### src/rtl/datain_buf_3.sv
`default_nettype none
// ============================================================================
//  Module   : datain_buf_3
//  Purpose  : Node-3 receive buffer; captures one fixed-length packet, keeps
//             an XOR checksum, flags overflow and offers a 1-cycle read port.
//  Revision : 1.0
// ============================================================================
module datain_buf_3 #(
  parameter int DATA_W  = 20,
  parameter int PKT_LEN = 30,
  parameter int ADDR_W  = 5
) (
  input  logic              clk,
  input  logic              RST,
  input  logic              in_valid,
  input  logic [DATA_W-1:0] datain,
  input  logic              clear,
  input  logic              rd_en,
  input  logic [ADDR_W-1:0] rd_addr,
  output logic [DATA_W-1:0] rd_data,
  output logic              rd_valid,
  output logic [ADDR_W:0]   rx_count,
  output logic              rx_done,
  output logic              overflow,
  output logic [DATA_W-1:0] checksum
);

  localparam logic [ADDR_W:0] c_PKT_LEN = (ADDR_W+1)'(PKT_LEN);
  localparam logic [ADDR_W:0] c_ONE     = (ADDR_W+1)'(1);
  localparam bit              c_SINGLE  = (PKT_LEN == 1);
  localparam int              c_DEPTH   = 2**ADDR_W;

  typedef enum logic [1:0] {
    S_IDLE = 2'd0,
    S_RECV = 2'd1,
    S_DONE = 2'd2
  } state_t;

  state_t              state_q, state_d;
  logic [ADDR_W:0]     count_q, count_d;
  logic                done_q, done_d;
  logic                ovf_q, ovf_d;
  logic [DATA_W-1:0]   csum_q, csum_d;
  logic [DATA_W-1:0]   rd_data_q;
  logic                rd_valid_q;
  logic                w_wr_en;
  logic [ADDR_W-1:0]   w_wr_addr;

  logic [DATA_W-1:0]   mem [c_DEPTH];

  always_ff @(posedge clk) begin
    if (RST) begin
      state_q <= S_IDLE;
      count_q <= '0;
      done_q  <= 1'b0;
      ovf_q   <= 1'b0;
      csum_q  <= '0;
    end else begin
      state_q <= state_d;
      count_q <= count_d;
      done_q  <= done_d;
      ovf_q   <= ovf_d;
      csum_q  <= csum_d;
    end
  end

  // clear outranks a same-cycle flit; that flit is neither stored nor counted as overflow.
  always_comb begin
    state_d   = state_q;
    count_d   = count_q;
    ovf_d     = ovf_q;
    csum_d    = csum_q;
    w_wr_en   = 1'b0;
    w_wr_addr = count_q[ADDR_W-1:0];
    if (clear) begin
      state_d = S_IDLE;
      count_d = '0;
      ovf_d   = 1'b0;
      csum_d  = '0;
    end else if (in_valid) begin
      case (state_q)
        S_IDLE: begin
          w_wr_en   = 1'b1;
          w_wr_addr = '0;
          count_d   = c_ONE;
          csum_d    = csum_q ^ datain;
          state_d   = c_SINGLE ? S_DONE : S_RECV;
        end
        S_RECV: begin
          w_wr_en = 1'b1;
          count_d = count_q + c_ONE;
          csum_d  = csum_q ^ datain;
          if (count_d == c_PKT_LEN) state_d = S_DONE;
        end
        S_DONE: ovf_d = 1'b1;
        default: state_d = S_IDLE;
      endcase
    end
    done_d = (state_d == S_DONE);
  end

  always_ff @(posedge clk) begin
    if (w_wr_en && !RST) mem[w_wr_addr] <= datain;
  end

  // Non-blocking update of mem gives read-before-write on a same-address collision.
  always_ff @(posedge clk) begin
    if (RST) begin
      rd_data_q  <= '0;
      rd_valid_q <= 1'b0;
    end else begin
      rd_valid_q <= rd_en;
      if (rd_en) rd_data_q <= ({1'b0, rd_addr} < c_PKT_LEN) ? mem[rd_addr] : '0;
    end
  end

  assign rd_data  = rd_data_q;
  assign rd_valid = rd_valid_q;
  assign rx_count = count_q;
  assign rx_done  = done_q;
  assign overflow = ovf_q;
  assign checksum = csum_q;

endmodule
`default_nettype wire

### config.mk
export PLATFORM = sky130hd
export DESIGN_NAME = datain_buf_3
export DESIGN_NICKNAME = d
export VERILOG_FILES = /design/src/rtl/datain_buf_3.sv
export SDC_FILE = /design/constraint.sdc
export NUM_CORES = 1
export LEC_CHECK = 0
export CORE_MARGIN = 2
export CORE_UTILIZATION = 45
export CTS_CLUSTER_SIZE = 12
export DETAILED_ROUTE_END_ITERATION = 6
export GPL_TIMING_DRIVEN = 0
export PLACE_DENSITY = 0.66
export SETUP_SLACK_MARGIN = 0.15
export SYNTH_ARGS = -nofsm -noshare
export SYNTH_HDL_FRONTEND = slang
export SYNTH_SLANG_ARGS = --single-unit
### constraint.sdc
create_clock -name clk -period 7.16 [get_ports clk]
set_clock_uncertainty 0.05 [all_clocks]
set_input_delay 1.432 -clock clk [delete_from_list [all_inputs] [get_ports clk]]
set_output_delay 1.432 -clock clk [all_outputs]
set_load 0.05 [all_outputs]
==> impl_metrics.json <==
{
  "status": "finished, final reports clean",
  "postCtsSetupRepairBufs": 0,
  "grt_pass1_vias": 13400,
  "antenna_found_initial": 0,
  "rows": 88,
  "slew_headroom_pct": 10.5,
  "cts_buffer_depth": 3,
  "die-area_um2": 60500,
  "ys_warn_count": 0,
  "fin_crit_ns": 4.39,
  "clk_latency_ns": 0.60,
  "cp_cell_sequence": "clkdlybuf4s50_1 > inv_1 > nor2_1 > clkbuf_1 > nand3_1 > nor2_2 > buf_8",
  "antenna_left": 0,
  "place_ws_ns": 2.21,
  "mostFrequentLayoutCells": "edfxtp_1, mux4_2, mux2i_1",
  "clock-root-buffer": "clkbuf_16",
  "cts_resized": 0,
  "ys_ff_latch": 691,
  "syn-num-nets": 1337,
  "drtPass1Iterations": 5,
  "ys_top_cells_by_area": "edfxtp_1, mux4_2, dfxtp_1",
  "start_util_pct": 45.6,
  "slowest_stage": "nor2_2",
  "crit_buf_inv": 4,
  "fillCellCount": 4449,
  "postSynthCellCount": 1305,
  "synth_ff_type": "edfxtp_1",
  "die_h_um": 246,
  "synth_cell_types": 43,
  "power_density_nw_per_um2": 273,
  "p_leak_nw": 9.90,
  "tightest_slew_ns": 1.34,
  "grt_max_degree": 34,
  "path_delay_family": "simple AND/OR/NAND/NOR gates",
  "seq_area_um2": 20200,
  "postLayoutCellArea_um2": 30800,
  "wl_per_cell_um": 26.9,
  "setup_tns_ns": 0,
  "ir_worst_vdd_v": 0.000138,
  "yosysTopAreaCell": "edfxtp_1",
  "yosysSeqAreaShare_pct": 76.8,
  "critical-path-max-stage-delay_ns": 0.77,
  "grt_use_total_pct": 20.7,
  "final_layout_size_suffix_gt1_share_pct": 22.3,
  "vias": 13300,
  "clk_pin_slew_worst_paths_ns": 0.06,
  "finalMaxSlewViolations": 0,
  "drtIter0Drc": 1728,
  "synth_edf_count": 640,
  "yosysTopAreaCellShare_pct": 72.9,
  "setup.worst_path.start_class": "primary input",
  "total_power_w": 0.00842,
  "drcViolationCount": 0,
  "async_reset_ff_share_pct": 0,
  "setup_viol": 0,
  "detailed_place_hpwl_um": 40200,
  "grt_pass1_wl_um": 90300,
  "drt-total-wl_um": 62000,
  "ctsHtreeMaxLevel": 3,
  "place_area_um2": 28700,
  "fin_nets": 1519,
  "rsz0062_at_grt": "no",
  "hp-class": "reg2reg",
  "period_share_pct": 61.4,
  "io_pins": 79,
  "timing_hold_violations_final": 0,
  "crit_arrival_ns": 4.64,
  "cp_max_fo": 11,
  "cp.required_ns": 7.41,
  "via_per_inst": 5.78,
  "fp.dieW_um": 246,
  "cts_tree": "built",
  "antenna_cells": 0,
  "drv_cap": 0,
  "layout_commonest_cell": "edfxtp_1",
  "max_freq_mhz": 228,
  "multiInputGateArea_um2": 5770,
  "layout_setup_ws_ns": 2.77,
  "dp.cells": 2178,
  "area_delta_synth_final_pct": 16.9,
  "core_area_um2": 57800,
  "place.gp.congestion": 0.827,
  "numPortBuffers": 76,
  "criticalPathCategory": "in2reg",
  "syn_avg_cell_area_um2": 20.2,
  "layoutNonFillerInstCount": 2302,
  "cts.sinks": 691,
  "grt_overflow": 0,
  "cts_hold_buf": 0,
  "crit_path_end_kind": "register",
  "syn-cell-area_um2": 26400,
  "cts_buffers": 72
}
## final timing paths
path | startpoint | end | slack (ns) | depth (start not counted)
worst min-delay path | rd_data[12]$_SDFFE_PP0P_ | rd_data[12]$_SDFFE_PP0P_ | 0.43 | 1
worst max-delay path | in_valid | mem[12][10]$_DFFE_PP_ | 2.77 | 7
worst max register to register | state_q[1]$_SDFF_PP0_ | mem[12][10]$_DFFE_PP_ | 3.82 | 5
worst min register to register | rd_data[12]$_SDFFE_PP0P_ | rd_data[12]$_SDFFE_PP0P_ | 0.43 | 1
## state kept, by name, summed over array words and instances (netlist names)
register / cells
rd_valid: 1
checksum: 20
rx_count: 6
rd_data: 20
state_q: 2
overflow: 1
mem: 640
rx_done: 1
## cells by family (layout without fill, tap and decap cells)
kind of cell / count (synthesis) / after routing / share of synthesized area (%)
AO/OA/AOI/OAI: 177 / 177 / 5.27
XOR/XNOR: 20 / 20 / 0.665
adder cells (fa/ha/maj): 2 / 2 / 0.0949
buffers and inverters: 81 / 313 / 1.60
flip-flops: 691 / 691 / 76.8
multiplexers: 204 / 204 / 13.4
AND/OR/NAND/NOR: 130 / 130 / 2.12
## power by group
group	internal [W]	switching (W)	leakage [nW]	total, W
Sequential	0.00442	0.0000106	6.17	0.00444
Combinational	0.000159	0.000314	2.66	0.000473
Clock	0.00204	0.00148	1.06	0.00351
## Yosys cell counts, types with 3 or more instances
cell	number
inv_1	4
a2111oi_2	17
dfxtp_1	51
buf_6	5
edfxtp_1	640
a21oi_1	43
o21ai_0	5
mux2i_1	84
a22o_1	38
xor2_1	20
buf_4	10
clkbuf_1	41
buf_2	15
nand2_1	34
o22ai_1	20
mux4_2	120
buf_1	4
a31oi_1	4
o221ai_1	19
nor2_1	66
nor3_1	3
nor2b_1	7
nand3_1	6
a22oi_1	20
a2111oi_1	3
## cell type report
type / count / area share, %
flip-flops and latches: 691 / 65.7
multi-input cells: 533 / 18.7
clock buffers: 106 / 6.74
repair buffers: 108 / 4.00
well taps: 765 / 3.11
plain buffers: 77 / 1.32
clock inverters: 18 / 0.365
inverters: 4 / 0.0487
## layer usage
layer  track usage [%]  up-vias  wire length [um]
met1              30.8     6983             27300
li1                  -     5747                 -
met4              6.76        0              1480
met3              3.06       79              4290
met2              31.8      490             28900
met5                 0        -                 0
## through the flow
stage	hold WS [ns]	utilization [%]
finish	0.432	53.3
global route	0.434	53.3
floorplan	0.471	-
CTS	0.430	53.5
global placement	0.415	48.6
detailed placement	0.410	49.7
## worst reg2reg max path, stage by stage, from the launching register on
cell	delay, ns
dfxtp_1	0.35
nor2_1	0.52
clkbuf_1	0.44
nand3_1	0.65
nor2_2	0.77
buf_8	0.24
Power figures use the tool's default switching activity.
